### src/rtl/fetch_unit.sv
// Instruction-fetch front end: owns the PC, issues word requests to a one-cycle
// instruction memory and buffers returned instructions with their PCs for downstream.
module fetch_unit #(
  parameter int unsigned     XLEN         = 32,
  parameter int unsigned     DEPTH        = 4,
  parameter logic [XLEN-1:0] RESET_VECTOR = '0
) (
  input  logic            clk,
  input  logic            reset,
  output logic            imem_req_valid,
  output logic [XLEN-1:0] imem_req_addr,
  input  logic            imem_rsp_valid,
  input  logic [31:0]     imem_rsp_data,
  input  logic            redirect_valid,
  input  logic [XLEN-1:0] redirect_pc,
  output logic            out_valid,
  input  logic            out_ready,
  output logic [XLEN-1:0] out_pc,
  output logic [31:0]     out_instr,
  output logic [31:0]     fetch_count
);

  localparam int unsigned AW = (DEPTH > 1) ? $clog2(DEPTH) : 1;
  localparam int unsigned CW = AW + 1;
  localparam int unsigned OW = CW + 1;

  logic [XLEN-1:0] fetch_pc;
  logic [XLEN-1:0] req_pc;
  logic            inflight;
  logic [AW-1:0]   wr_ptr;
  logic [AW-1:0]   rd_ptr;
  logic [CW-1:0]   count;
  logic [XLEN-1:0] pc_mem    [DEPTH];
  logic [31:0]     instr_mem [DEPTH];

  logic            pop_c;
  logic            push_c;
  logic [OW-1:0]   credit_c;
  logic [XLEN-1:0] target_c;

  assign imem_req_addr = fetch_pc;
  assign out_valid     = (count != '0);
  assign out_pc        = pc_mem[rd_ptr];
  assign out_instr     = instr_mem[rd_ptr];

  // Occupancy the buffer will see once the in-flight word lands and the head leaves.
  always_comb begin
    pop_c          = out_valid & out_ready;
    push_c         = imem_rsp_valid & inflight & ~redirect_valid;
    credit_c       = OW'(count) + OW'(inflight) - OW'(pop_c);
    imem_req_valid = reset & ~redirect_valid & (credit_c < OW'(DEPTH));
    target_c       = redirect_pc & ~XLEN'(3);
  end

  // PC, in-flight tracking, pointers and the accepted-instruction counter.
  always_ff @(posedge clk or negedge reset) begin
    if (!reset) begin
      fetch_pc    <= RESET_VECTOR;
      req_pc      <= RESET_VECTOR;
      inflight    <= 1'b0;
      wr_ptr      <= '0;
      rd_ptr      <= '0;
      count       <= '0;
      fetch_count <= '0;
    end else begin
      fetch_count <= fetch_count + 32'(pop_c);
      if (redirect_valid) begin
        fetch_pc <= target_c;
        inflight <= 1'b0;
        wr_ptr   <= '0;
        rd_ptr   <= '0;
        count    <= '0;
      end else begin
        inflight <= imem_req_valid;
        if (imem_req_valid) begin
          fetch_pc <= fetch_pc + XLEN'(4);
          req_pc   <= fetch_pc;
        end
        if (push_c) wr_ptr <= wr_ptr + AW'(1);
        if (pop_c)  rd_ptr <= rd_ptr + AW'(1);
        count <= count + CW'(push_c) - CW'(pop_c);
      end
    end
  end

  // Buffer storage; cleared on reset so the head reads as zero while empty.
  always_ff @(posedge clk or negedge reset) begin
    if (!reset) begin
      for (int i = 0; i < int'(DEPTH); i++) begin
        pc_mem[i]    <= '0;
        instr_mem[i] <= '0;
      end
    end else if (push_c) begin
      pc_mem[wr_ptr]    <= req_pc;
      instr_mem[wr_ptr] <= imem_rsp_data;
    end
  end

endmodule

### config.mk
export PLATFORM = sky130hd
export DESIGN_NAME = fetch_unit
export DESIGN_NICKNAME = d
export VERILOG_FILES = /design/src/rtl/fetch_unit.sv
export SDC_FILE = /design/constraint.sdc
export NUM_CORES = 1
export LEC_CHECK = 0
export CELL_PAD_IN_SITES_DETAIL_PLACEMENT = 0
export CELL_PAD_IN_SITES_GLOBAL_PLACEMENT = 1
export CORE_MARGIN = 1.5
export CORE_UTILIZATION = 35
export CTS_BUF_LIST = sky130_fd_sc_hd__clkbuf_4
export CTS_CLUSTER_SIZE = 10
export DETAILED_ROUTE_END_ITERATION = 8
export PLACE_DENSITY = 0.75
export SLEW_MARGIN = 0
export SYNTH_ARGS = -nofsm -noshare
export SYNTH_HDL_FRONTEND = slang
export SYNTH_SLANG_ARGS = --single-unit
### constraint.sdc
create_clock -name clk -period 6.85 [get_ports clk]
set_clock_uncertainty 0.05 [all_clocks]
set_input_delay 2.055 -clock clk [delete_from_list [all_inputs] [get_ports clk]]
set_output_delay 2.055 -clock clk [all_outputs]
set_load 0.02 [all_outputs]
Yosys cells after proc, flatten, opt, wreduce, memory -nomap -nowiden:

Index checks and enable logic that the tools add are counted.

* word-level logic and storage cells: 59
* register bits after elaboration: 360

* $add $sub $neg: 8
* reduce and logical (&&, ||, !) cells: 6
* muxes and demuxes: 18
* magnitude comparators: 4
* bitwise operators: 8

Operators by type and width (number)
* bitwise mux 128 bit: 2
* 2-to-1 mux 32 bit: 7
* binary-select mux 32 bit (select 2 bit): 2
* demux 32 bit (select 2 bit): 1
* adder 32 x 1 -> 32 bit: 1
* adder 32 x 3 -> 32 bit (second input constant): 1
* 2-to-1 mux 2 bit: 4
* greater-or-equal comparator 3 bit (second input constant): 2
* inverter 2 -> 3 bit: 2
* nonzero test 2 bit: 3
* AND 1 bit: 5
* adder 2 x 1 -> 2 bit (second input constant): 2
* adder 3 x 1 -> 4 bit: 1
* < comparator 4 x 3 -> 1 bit (second input constant): 1
* subtractor 4 x 1 -> 4 bit: 1
* adder 3 x 1 -> 3 bit: 1
* < comparator 3 x 1 -> 1 bit (second input constant): 1
* 2-to-1 mux 3 bit: 1
* nonzero test 3 bit: 1
* subtractor 3 x 1 -> 3 bit: 1
* AND reduction 2 bit: 1
* logical AND 1 bit: 1
* 2-to-1 mux 1 bit: 1
* inverter 1 bit: 1

Logic depth before layout (Yosys ltp):

Gate-level depths: netlist of run 1.

* depth in word-level cells: 7
* gate-level depth with buffers: 10

Least setup slack after synthesis of run 1:

No wires, ideal clock.

* kind: input to output
* start: in out_ready
* end: out imem_req_valid
* cell stages on the path: 8
* buffers on the path: 1
* path slack: 668 ps
* data arrival time: 4077 ps
* required time: 4745 ps
* path through: o31ai_2 -> or2_2 -> ha_1 -> nand2_1 -> o311ai_1 -> mux2_2 -> nor2_1 -> buf_2

* word-level cells in the longest chain between the ends: 4

RTL lines
* from (decl): RTL line 17 `input logic out_ready,`
* AND 1 bit: RTL line 48 `pop_c = out_valid & out_ready;`
* subtractor 4 x 1 -> 4 bit: RTL line 50 `credit_c = OW'(count) + OW'(inflight) - OW'(pop_c);`
* < comparator 4 x 3 -> 1 bit: RTL line 51 `imem_req_valid = reset & ~redirect_valid & (credit_c < OW'(DEPTH));`
* AND 1 bit: RTL line 51
* to (decl): RTL line 10 `output logic imem_req_valid,`

Every way passes these cells.

Final worst setup path of run 1:

Same ends and word-level chain as after synthesis.

==> impl_table.tex, run 1 <==
\begin{tabular}{lr}
\hline
Metric & Value \\
\hline
\multicolumn{2}{l}{\textbf{Status}} \\
\quad Result of the run & complete, no violations \\
\multicolumn{2}{l}{\textbf{Logic synthesis}} \\
\quad Post-synth top flop & sky130\_fd\_sc\_hd\_\_dfrtp\_1 \\
\quad EDFF count, synth & 0 \\
\quad Cell type with the largest total area after synthesis & sky130\_fd\_sc\_hd\_\_dfrtp\_1 \\
\quad Synthesized instance count & 1051 \\
\quad Number of synthesis warnings & 0 \\
\quad Netlist area before placement & 15300 um2 \\
\quad Share of flip-flops with an asynchronous set or reset after synthesis & 1.00 \\
\quad Area share of the largest cell type after synthesis & 0.568 \\
\quad Post-Syn Area per Cell & approximately 15 um2 \\
\quad Synth unique cells & 41 \\
\quad Leading post-synthesis cells by cell area & sky130\_fd\_sc\_hd\_\_dfrtp\_1, sky130\_fd\_sc\_hd\_\_mux2\_2, sky130\_fd\_sc\_hd\_\_mux4\_2, sky130\_fd\_sc\_hd\_\_xnor2\_1, sky130\_fd\_sc\_hd\_\_clkbuf\_1 \\
\quad Sequential element share of the synthesized area & 0.568 \\
\quad Flops \& latches, synth & 348 \\
\multicolumn{2}{l}{\textbf{Global routing}} \\
\quad Antenna violations before repair & 1 \\
\quad Total Routing Usage GR & 0.163 \\
\quad Maximum number of pins on one net before global-route repair & between 70 and 80 \\
\quad First-pass GRT wire length & 57.0 mm \\
\quad Gr ovfl total & 0 \\
\quad Via count of the first global-routing pass & 10350 \\
\multicolumn{2}{l}{\textbf{Drt}} \\
\quad Initial DRC count & $\sim$360 \\
\quad Routed wire per std cell & 18.2 um \\
\quad DR DRC count & 0 \\
\quad Via Count & between 9000 and 10000 \\
\quad Antenna violation net count after detailed routing & 0 \\
\quad Drt via density & about 5.0 \\
\quad Total detailed-routing wirelength & 35.8 mm \\
\quad 1st-pass router iterations & 6 \\
\multicolumn{2}{l}{\textbf{Place}} \\
\quad Placer's final routability congestion estimate & between 0.7 and 0.8 \\
\quad Dpl hpwl & roughly 22 mm \\
\quad PortBufs & 192 \\
\multicolumn{2}{l}{\textbf{Die}} \\
\quad DIE AREA & roughly 45000 um2 \\
\quad I/O pin count & 199 \\
\quad Initial standard-cell utilization of the core & 0.355 \\
\quad Die X & 212 um \\
\quad Row count & 76 \\
\quad Core area & roughly 43000 um2 \\
\quad Die boundary height & roughly 210 um \\
\multicolumn{2}{l}{\textbf{Clock tree}} \\
\quad CTS tree & built \\
\quad Buffer depth of the longest clock path & 3 \\
\quad Level count of the clock H-tree & 3 \\
\quad Cell at the root of the clock tree & sky130\_fd\_sc\_hd\_\_clkbuf\_4 \\
\quad Clock Latency Late Sink & about 760 ps \\
\quad Total of hold buffers inserted after clock tree synthesis & 0 \\
\quad Num CTS Buffers & 96 \\
\quad Number of buffers added for setup after CTS & 0 \\
\quad Clock edge transition at the registers on the reported setup and hold paths & roughly 60 ps \\
\quad Num Clock Sinks & 348 \\
\multicolumn{2}{l}{\textbf{STA}} \\
\quad Max Slew Vio Count & 0 \\
\quad Worst slew pin tran & roughly 1200 ps \\
\quad Sum of negative setup slack & 0 ps \\
\quad Fraction of the cycle the final worst path needs & 0.960 \\
\quad Setup-failing EPs final & 0 \\
\quad Fin crit period & approximately 6600 ps \\
\quad Worst slew slack as a fraction of its limit & 0.210 \\
\quad Max Clk Rate & between 0.15 and 0.2 GHz \\
\quad Unrepaired setup endpoints after global routing & no \\
\quad Total count of hold-check failures in the final report & 0 \\
\multicolumn{2}{l}{\textbf{Worst setup path}} \\
\quad Flop2flop setup slack & between 3000 and 4000 ps \\
\quad Data arrival time of the critical path & between 4000 and 5000 ps \\
\quad Capturing point of the worst reg2reg path & imem\_req\_addr[15]\$\_DFFE\_PN0P\_ \\
\quad Origin of the critical flop-to-flop path & count[1]\$\_DFF\_PN0\_ \\
\quad Critical Path End Type & primary output \\
\quad Critical path data required time & $\sim$4700 ps \\
\quad Startpoint type of the worst setup path & primary input \\
\quad Source of the critical timing path & out\_ready \\
\quad Peak fanout along the critical path & 2 \\
\quad Startpoint-to-endpoint class of the critical path & in -> out \\
\quad Number of cells traversed by the worst register-to-register path & 10 \\
\multicolumn{2}{l}{\textbf{Cells and area}} \\
\quad Number of nets in the final layout & 1386 \\
\quad Commonest cells after routing, fill and taps aside & sky130\_fd\_sc\_hd\_\_dfrtp\_1, sky130\_fd\_sc\_hd\_\_mux2\_2, sky130\_fd\_sc\_hd\_\_clkdlybuf4s50\_1 \\
\quad Share of cells above drive strength 1 & 0.381 \\
\quad Final design utilization & 0.444 \\
\quad P\&R area growth vs syn & 25.0\% \\
\quad Most common cell after layout, fill and taps aside & sky130\_fd\_sc\_hd\_\_dfrtp\_1 \\
\multicolumn{2}{l}{\textbf{Power and ir drop}} \\
\quad Cell Pwr Density & $\sim$350 nW/um2 \\
\quad Worst ir drop on vdd & around 190 uV \\
\quad Lkg Pwr & approximately 0.0087 uW \\
\multicolumn{2}{l}{\textbf{Worst hold path}} \\
\quad Hold Crit Endpoint & fetch\_count[31]\$\_DFF\_PN0\_ \\
\quad Min-Delay Path Depth & 1 \\
\quad Hold Path Origin & fetch\_count[31]\$\_DFF\_PN0\_ \\
\quad Hold Path Class & reg -> reg \\
\multicolumn{2}{l}{\textbf{Run}} \\
\quad Number of max-cap violations & 0 \\
\hline
\end{tabular}
[through the flow]
| stage | worst slack, ps | hold WS, ps | instances | total power (uW) | cell area (um2) |
|---|---|---|---|---|---|
| 6_report | 271 | 445 | 1961 | 6790 | 19200 |
| 5_1_grt | 169 | 458 | 1961 | 7230 | 19200 |
| 4_1_cts | 257 | 450 | 1960 | 6940 | 19200 |
| 3_5_place_dp | -8.09 | 437 | 1793 | 5060 | 18000 |
| 3_3_place_gp | -29.3 | 414 | 1793 | 5000 | 18000 |
| 2_1_floorplan | 668 | 424 | 1054 | 4060 | 15300 |
[cells in the mapped netlist, types with 3 or more instances]
master                       n
sky130_fd_sc_hd__nor3_1      3
sky130_fd_sc_hd__or2_2       3
sky130_fd_sc_hd__inv_1      17
sky130_fd_sc_hd__nand3_1    25
sky130_fd_sc_hd__o31ai_1     4
sky130_fd_sc_hd__or4_1       5
sky130_fd_sc_hd__or3_1      22
sky130_fd_sc_hd__xnor2_1    28
sky130_fd_sc_hd__and3_1      5
sky130_fd_sc_hd__mux4_2     62
sky130_fd_sc_hd__dfrtp_1   348
sky130_fd_sc_hd__nand2_1    34
sky130_fd_sc_hd__xor2_1     10
sky130_fd_sc_hd__nor4_1      7
sky130_fd_sc_hd__mux2i_1     3
sky130_fd_sc_hd__buf_4       4
sky130_fd_sc_hd__mux2_2    279
sky130_fd_sc_hd__buf_2       4
sky130_fd_sc_hd__o21ai_0    24
sky130_fd_sc_hd__clkbuf_1   44
sky130_fd_sc_hd__nand4_1    13
sky130_fd_sc_hd__buf_1       6
sky130_fd_sc_hd__and4_1      4
sky130_fd_sc_hd__ha_1       10
sky130_fd_sc_hd__nor2_1     43
sky130_fd_sc_hd__a31oi_1    25
[critical path: stages]
cell	delay, ps
sky130_fd_sc_hd__clkdlybuf4s50_1	520
sky130_fd_sc_hd__o31ai_2	90
sky130_fd_sc_hd__or2_2	280
sky130_fd_sc_hd__ha_1	290
sky130_fd_sc_hd__nand2_1	50
sky130_fd_sc_hd__o311ai_1	330
sky130_fd_sc_hd__mux2_2	420
sky130_fd_sc_hd__nor2_4	90
sky130_fd_sc_hd__dlygate4sd2_1	350
[timing repair]
action / in CTS / in global routing
setup endpoints to repair: 1 / 0
hold endpoints to repair: 0 / 0
gates resized for setup: 1 / 0
[metal layers]
layer / vias up / global-route usage / routed length [um]
met2: 236 / 0.257 / 16900
met3: 65 / 0.0483 / 2230
li1: 4445 / - / -
met4: 0 / 0.0638 / 767
met1: 5107 / 0.211 / 15900
met5: - / 0 / 0
[cell type report]
| class | instances | area (um2) |
|---|---|---|
| sequential | 348 | 8720 |
| antenna | 1 | 2.50 |
| timing repair buffer | 212 | 2090 |
| clock buffer | 137 | 1030 |
| clock inverter | 30 | 153 |
| tap | 585 | 732 |
| fill | 4013 | 24000 |
| multi-input combinational | 631 | 6370 |
| inverter | 17 | 63.8 |
[flip-flops by register name, indices dropped and copies added, names as in the netlist]
| register | count |
|---|---|
| fetch_count | 32 |
| wr_ptr | 2 |
| inflight | 1 |
| req_pc | 30 |
| pc_mem | 120 |
| instr_mem | 128 |
| count | 3 |
| imem_req_addr | 30 |
| rd_ptr | 2 |
[power by group]
part           leakage, uW  switching (uW)  internal, uW  total (uW)
Clock             0.000707             862           954        1820
Combinational      0.00338             932          1200        2130
Sequential         0.00458             396          2450        2840
Total              0.00866            2190          4600        6790
[how the worst max path moves through the flow]
stage	depth (start not counted)	slack, ps	endpoint
floorplan	8	670	imem_req_valid
detailed placement	9	-8	imem_req_valid
finish	9	270	imem_req_valid
global placement	9	-30	imem_req_valid
global route	9	170	imem_req_valid
CTS	9	260	imem_req_valid
[kinds of logic (layout without fill, tap and decap cells)]
logic type	Yosys count	in the layout	synth area share
other	1	5	0.000245
AO/OA/AOI/OAI	59	59	0.0233
adder cells (fa/ha/maj)	11	11	0.00947
buffers and inverters	75	396	0.0197
multiplexers	344	344	0.298
AND/OR/NAND/NOR	175	175	0.0593
flip-flops	348	348	0.568
XOR/XNOR	38	38	0.0217
Note: power is estimated with default switching activity, not from simulation.
==> run 2: changes to the inputs <==
CTS_CLUSTER_DIAMETER = 40   (was not set)
HOLD_SLACK_MARGIN = 0.06   (was not set)
SKIP_CTS_REPAIR_TIMING = 1   (was not set)
==> impl_table.tex, run 2 (synthesis gave the netlist of run 1 again) <==
\begin{tabular}{lr}
\hline
Metric & Value \\
\hline
\multicolumn{2}{l}{\textbf{Place}} \\
\quad Number of placed cells counting well taps & $\sim$1800 \\
\quad PortBufs & 192 \\
\quad Placer's final routability congestion estimate & about 0.76 \\
\quad Placed Instance Area & around 18000 um2 \\
\quad Dpl hpwl & between 20 and 25 mm \\
\multicolumn{2}{l}{\textbf{Clock tree}} \\
\quad Num CTS Buffers & 58 \\
\quad Buffer depth of the longest clock path & 3 \\
\quad Clock edge transition at the registers on the reported setup and hold paths & 100 ps \\
\quad Clock Latency Late Sink & approximately 800 ps \\
\quad Level count of the clock H-tree & 2 \\
\quad Cell at the root of the clock tree & sky130\_fd\_sc\_hd\_\_clkbuf\_4 \\
\quad Num Clock Sinks & 348 \\
\quad CTS tree & built \\
\multicolumn{2}{l}{\textbf{Worst setup path}} \\
\quad Flop2flop setup slack & roughly 3500 ps \\
\quad Slowest cell on crit path & sky130\_fd\_sc\_hd\_\_clkdlybuf4s50\_1 \\
\quad Cell-by-cell trace of the critical path & clkdlybuf4s50\_1 > o31ai\_2 > or2\_2 > ha\_1 > nand2\_1 > o311ai\_1 > mux2\_2 > nor2\_4 > dlymetal6s2s\_1 \\
\quad Origin of the critical flop-to-flop path & count[1]\$\_DFF\_PN0\_ \\
\quad Startpoint-to-endpoint class of the critical path & in -> out \\
\quad Category of cells accounting for the largest share of critical-path delay & buffers and inverters \\
\quad Capturing point of the worst reg2reg path & imem\_req\_addr[15]\$\_DFFE\_PN0P\_ \\
\quad Number of cells traversed by the worst register-to-register path & 10 \\
\quad Worst path bufs/invs & 2 \\
\quad Critical path data required time & $\sim$4700 ps \\
\quad Max stage delay on crit path & between 500 and 600 ps \\
\quad Critical Path End Type & primary output \\
\quad Peak fanout along the critical path & 2 \\
\quad Startpoint type of the worst setup path & primary input \\
\quad Data arrival time of the critical path & 4360 ps \\
\multicolumn{2}{l}{\textbf{STA}} \\
\quad Unrepaired setup endpoints after global routing & no \\
\quad Max Clk Rate & $\sim$0.15 GHz \\
\quad Sum of negative setup slack & 0 ps \\
\quad Setup-failing EPs final & 0 \\
\quad Worst slew pin tran & $\sim$1200 ps \\
\quad Max Slew Vio Count & 0 \\
\quad Fraction of the cycle the final worst path needs & 0.944 \\
\quad Fin crit period & roughly 6500 ps \\
\quad Total count of hold-check failures in the final report & 0 \\
\quad Worst slew slack as a fraction of its limit & 0.202 \\
\multicolumn{2}{l}{\textbf{Power and ir drop}} \\
\quad Fraction of power spent switching nets & 0.333 \\
\quad Clock network fraction of design power & 0.245 \\
\quad Cell Pwr Density & 349 nW/um2 \\
\quad Design internal power & approximately 4400 uW \\
\quad Lkg Pwr & roughly 0.0085 uW \\
\quad Combinational share of power & 0.324 \\
\quad Total net switching power & approximately 2200 uW \\
\quad Worst ir drop on vdd & roughly 220 uV \\
\quad Portion of total power attributed to sequential cells & 0.430 \\
\multicolumn{2}{l}{\textbf{Drt}} \\
\quad Antenna violation net count after detailed routing & 0 \\
\quad Routed wire per std cell & roughly 19 um \\
\quad Drt via density & between 5 and 6 \\
\quad DR DRC count & 0 \\
\quad Total detailed-routing wirelength & about 36 mm \\
\quad Initial DRC count & 526 \\
\quad Via Count & just under 10000 \\
\quad 1st-pass router iterations & 4 \\
\multicolumn{2}{l}{\textbf{Global routing}} \\
\quad Antenna violations before repair & 2 \\
\quad Gr ovfl total & 0 \\
\quad Total Routing Usage GR & 0.162 \\
\quad First-pass GRT wire length & between 50 and 60 mm \\
\quad Maximum number of pins on one net before global-route repair & 77 \\
\quad Via count of the first global-routing pass & $\sim$10000 \\
\multicolumn{2}{l}{\textbf{Worst hold path}} \\
\quad Hold Path Class & reg -> reg \\
\quad Min-Delay Path Depth & 1 \\
\quad Hold Crit Endpoint & fetch\_count[31]\$\_DFF\_PN0\_ \\
\quad Hold Path Origin & fetch\_count[31]\$\_DFF\_PN0\_ \\
\multicolumn{2}{l}{\textbf{Cells and area}} \\
\quad Fill cell instance count of the final layout & about 4000 \\
\quad Number of nets in the final layout & 1348 \\
\quad Share of cells above drive strength 1 & 0.364 \\
\quad P\&R area growth vs syn & 23.4\% \\
\quad Final design utilization & 0.438 \\
\quad Most flops, register & instr\_mem \\
\quad Sequential cell area & 8720 um2 \\
\quad Flip-flop count of the largest register after layout & approximately 130 \\
\quad Commonest cells after routing, fill and taps aside & sky130\_fd\_sc\_hd\_\_dfrtp\_1, sky130\_fd\_sc\_hd\_\_mux2\_2, sky130\_fd\_sc\_hd\_\_clkdlybuf4s50\_1 \\
\quad Most common cell after layout, fill and taps aside & sky130\_fd\_sc\_hd\_\_dfrtp\_1 \\
\quad Finished layout cell area & between 15000 and 20000 um2 \\
\quad Biggest regs & instr\_mem: 128 flops, pc\_mem: 120 flops, fetch\_count: 32 flops \\
\quad Multi-input gate area in the final layout & around 6400 um2 \\
\quad Post-route insts no fill & roughly 1900 \\
\multicolumn{2}{l}{\textbf{Status}} \\
\quad Result of the run & complete, no violations \\
\multicolumn{2}{l}{\textbf{Die}} \\
\quad DIE AREA & about 45000 um2 \\
\quad Die X & roughly 210 um \\
\quad Core area & $\sim$43000 um2 \\
\quad Initial standard-cell utilization of the core & 0.355 \\
\quad I/O pin count & around 200 \\
\quad Die boundary height & between 200 and 250 um \\
\quad Row count & 76 \\
\multicolumn{2}{l}{\textbf{Run}} \\
\quad Number of max-cap violations & 0 \\
\hline
\end{tabular}
run 2: changes by cell type in the layout (fill, tap and decap cells not counted):
cell and change:
sky130_fd_sc_hd__clkinvlp_4 +11, sky130_fd_sc_hd__clkbuf_4 -72, sky130_fd_sc_hd__clkinv_2 +4, sky130_fd_sc_hd__diode_2 +1, sky130_fd_sc_hd__inv_2 -1, sky130_fd_sc_hd__dlygate4sd2_1 -1, sky130_fd_sc_hd__inv_6 +5, sky130_fd_sc_hd__clkinv_1 -14
sky130_fd_sc_hd__bufinv_16 +6, sky130_fd_sc_hd__clkinv_4 +2, sky130_fd_sc_hd__dlymetal6s2s_1 +1
run 2: how the worst max path moves through the flow:
stage / startpoint / to / slack (ps) / cells past startpoint
detailed placement: out_ready / imem_req_valid / -8 / 9
CTS: out_ready / imem_req_valid / -20 / 9
floorplan: out_ready / imem_req_valid / 670 / 8
finish: out_ready / imem_req_valid / 390 / 9
global route: out_ready / imem_req_valid / 290 / 9
global placement: out_ready / imem_req_valid / -30 / 9
run 2: stage by stage:
stage                     total power (uW)  hold WS (ps)  setup slack [ps]
after global routing                  7000           467               288
final                                 6600           450               385
after floorplan                       4060           424               668
after global placement                5000           414             -29.3
after detailed placement              5060           437             -8.09
after CTS                             6730           455             -16.3
run 2: layer usage:
layer / wire length (um) / up-vias / share of wire / track usage
met3: 1970 / 70 / 0.055 / 0.0396
met5: 12 / - / 0.00034 / 0
met2: 16800 / 208 / 0.47 / 0.260
met4: 866 / 2 / 0.024 / 0.0575
li1: - / 4349 / - / -
met1: 15900 / 4976 / 0.45 / 0.213
run 2: area by class of cell:
type / instances / area share
flip-flops and latches: 348 / 0.461
multi-input cells: 631 / 0.337
repair buffers: 212 / 0.111
well taps: 585 / 0.0387
clock buffers: 65 / 0.0258
clock inverters: 43 / 0.0233
inverters: 17 / 0.00337
diodes: 2 / 0.000265
run 2: power by group through the flow:
stage	Sequential, uW	Combinational, uW	Clock [uW]
6_report	2840	2140	1620
5_1_grt	2920	2290	1790
4_1_cts	2850	2180	1700
3_5_place_dp	2890	2170	0
3_3_place_gp	2860	2130	0
2_1_floorplan	2720	1330	0
==> run 3: changes to the inputs <==
MAX_ROUTING_LAYER = met4   (was not set)
TNS_END_PERCENT = 100   (was not set)
==> impl_table.tex, run 3 (synthesis gave the netlist of run 1 again) <==
\begin{tabular}{lr}
\hline
Metric & Value \\
\hline
\multicolumn{2}{l}{\textbf{Global routing}} \\
\quad Antenna violations before repair & 2 \\
\quad Gr ovfl total & 0 \\
\quad First-pass GRT wire length & around 57 mm \\
\quad Via count of the first global-routing pass & approximately 10000 \\
\quad Global routing usage on met1 & 0.214 \\
\quad GRT met2 Usage & 0.260 \\
\quad Total Routing Usage GR & 0.167 \\
\quad Global routing's busiest layer & met2 \\
\quad Global-route met3 utilization & 0.0383 \\
\quad Maximum number of pins on one net before global-route repair & 77 \\
\multicolumn{2}{l}{\textbf{Drt}} \\
\quad 1st-pass router iterations & 4 \\
\quad Total detailed-routing wirelength & around 36 mm \\
\quad Antenna violation net count after detailed routing & 0 \\
\quad Drt via density & just over 5 \\
\quad DR DRC count & 0 \\
\quad Via Count & 9574 \\
\quad Initial DRC count & between 400 and 500 \\
\quad Routed wire per std cell & between 15 and 20 um \\
\multicolumn{2}{l}{\textbf{Clock tree}} \\
\quad Cell at the root of the clock tree & sky130\_fd\_sc\_hd\_\_clkbuf\_4 \\
\quad Level count of the clock H-tree & 2 \\
\quad Num CTS Buffers & slightly below 60 \\
\quad CTS tree & built \\
\quad Num Clock Sinks & about 350 \\
\quad Clock Latency Late Sink & a little over 800 ps \\
\quad Buffer depth of the longest clock path & 3 \\
\quad Clock edge transition at the registers on the reported setup and hold paths & roughly 100 ps \\
\multicolumn{2}{l}{\textbf{Power and ir drop}} \\
\quad Worst ir drop on vdd & 219 uV \\
\quad Lkg Pwr & between 0.008 and 0.009 uW \\
\quad Clock network fraction of design power & 0.246 \\
\quad Design internal power & approximately 4400 uW \\
\quad Total power after layout & roughly 6600 uW \\
\quad Total net switching power & 2190 uW \\
\quad Portion of total power attributed to sequential cells & 0.430 \\
\quad Fraction of power spent switching nets & 0.332 \\
\quad Combinational share of power & 0.324 \\
\quad Cell Pwr Density & 349 nW/um2 \\
\multicolumn{2}{l}{\textbf{STA}} \\
\quad Setup-failing EPs final & 0 \\
\quad Fin crit period & 6470 ps \\
\quad Hold WS & $\sim$450 ps \\
\quad Max Clk Rate & approximately 0.15 GHz \\
\quad Unrepaired setup endpoints after global routing & no \\
\quad Total count of hold-check failures in the final report & 0 \\
\quad Worst slew slack as a fraction of its limit & 0.206 \\
\quad Max Slew Vio Count & 0 \\
\quad Fraction of the cycle the final worst path needs & 0.944 \\
\quad Worst slew pin tran & between 1000 and 1500 ps \\
\multicolumn{2}{l}{\textbf{Cells and area}} \\
\quad Sequential cell area & between 8000 and 9000 um2 \\
\quad P\&R area growth vs syn & 23.4\% \\
\quad Post-route insts no fill & about 1900 \\
\quad Most flops, register & instr\_mem \\
\quad Flip-flop count of the largest register after layout & about 130 \\
\quad Number of nets in the final layout & between 1000 and 1500 \\
\quad Commonest cells after routing, fill and taps aside & sky130\_fd\_sc\_hd\_\_dfrtp\_1, sky130\_fd\_sc\_hd\_\_mux2\_2, sky130\_fd\_sc\_hd\_\_clkdlybuf4s50\_1 \\
\quad Most common cell after layout, fill and taps aside & sky130\_fd\_sc\_hd\_\_dfrtp\_1 \\
\quad Fill cell instance count of the final layout & 4004 \\
\quad Multi-input gate area in the final layout & around 6400 um2 \\
\quad Share of cells above drive strength 1 & 0.364 \\
\quad Biggest regs & instr\_mem: 128 flops, pc\_mem: 120 flops, fetch\_count: 32 flops \\
\quad Final design utilization & 0.438 \\
\multicolumn{2}{l}{\textbf{Worst setup path}} \\
\quad Peak fanout along the critical path & 2 \\
\quad Startpoint type of the worst setup path & primary input \\
\quad Number of cells traversed by the worst register-to-register path & 10 \\
\quad Critical Path End Type & primary output \\
\quad Startpoint-to-endpoint class of the critical path & in -> out \\
\quad Data arrival time of the critical path & around 4400 ps \\
\quad Origin of the critical flop-to-flop path & count[1]\$\_DFF\_PN0\_ \\
\quad Flop2flop setup slack & roughly 3500 ps \\
\quad Capturing point of the worst reg2reg path & imem\_req\_addr[15]\$\_DFFE\_PN0P\_ \\
\quad Critical path data required time & 4740 ps \\
\multicolumn{2}{l}{\textbf{Die}} \\
\quad DIE AREA & about 45000 um2 \\
\quad Initial standard-cell utilization of the core & 0.355 \\
\quad Row count & 76 \\
\quad Die boundary height & approximately 210 um \\
\quad Core area & roughly 43000 um2 \\
\quad I/O pin count & about 200 \\
\quad Die X & between 200 and 250 um \\
\multicolumn{2}{l}{\textbf{Status}} \\
\quad Result of the run & complete, no violations \\
\multicolumn{2}{l}{\textbf{Worst hold path}} \\
\quad Hold Path Class & reg -> reg \\
\quad Hold Crit Endpoint & fetch\_count[31]\$\_DFF\_PN0\_ \\
\quad Hold Path Origin & fetch\_count[31]\$\_DFF\_PN0\_ \\
\quad Min-Delay Path Depth & 1 \\
\multicolumn{2}{l}{\textbf{Place}} \\
\quad PortBufs & around 190 \\
\quad Number of placed cells counting well taps & around 1800 \\
\quad Dpl hpwl & approximately 22 mm \\
\quad Placer's final routability congestion estimate & 0.768 \\
\multicolumn{2}{l}{\textbf{Run}} \\
\quad Number of max-cap violations & 0 \\
\hline
\end{tabular}
## run 3: final cells by class
cell class	instances	area share
antenna	2	0.000265
clock buffer	65	0.0258
clock inverter	43	0.0233
inverter	17	0.00337
multi-input combinational	631	0.337
sequential	348	0.461
tap	585	0.0387
timing repair buffer	212	0.111
## run 3: worst max-delay path by stage
stage,from,end,cells past startpoint
after floorplan,out_ready,imem_req_valid,8
after global placement,out_ready,imem_req_valid,9
after detailed placement,out_ready,imem_req_valid,9
after CTS,out_ready,imem_req_valid,9
after global routing,out_ready,imem_req_valid,9
final,out_ready,imem_req_valid,9
## run 3: power groups by stage
| stage | combinational (uW) | clock (uW) | sequential (uW) |
|---|---|---|---|
| 2_1_floorplan | 1330 | 0 | 2720 |
| 3_3_place_gp | 2130 | 0 | 2860 |
| 3_5_place_dp | 2170 | 0 | 2890 |
| 4_1_cts | 2180 | 1700 | 2850 |
| 5_1_grt | 2290 | 1790 | 2920 |
| 6_report | 2140 | 1620 | 2840 |
## run 3: stage by stage
stage	setup WS, ps	setup TNS [ps]	cell area [um2]
final	383	0	18900
after global routing	288	0	18900
after detailed placement	-8.09	-8.09	18000
after global placement	-29.3	-29.3	18000
after floorplan	668	0	15300
after CTS	-16.3	-16.3	18900
## run 3: routing by layer
metal / vias up / share of wire
met4: 0 / 0.024
met3: 68 / 0.055
met5: - / 0
met1: 4961 / 0.45
li1: 4345 / -
met2: 200 / 0.47
## run 3: critical path, stage by stage
cell and delay (ps):
sky130_fd_sc_hd__clkdlybuf4s50_1 520, sky130_fd_sc_hd__o31ai_2 90, sky130_fd_sc_hd__or2_2 280, sky130_fd_sc_hd__ha_1 290
sky130_fd_sc_hd__nand2_1 50, sky130_fd_sc_hd__o311ai_1 330, sky130_fd_sc_hd__mux2_2 420, sky130_fd_sc_hd__nor2_4 90
sky130_fd_sc_hd__dlymetal6s2s_1 240
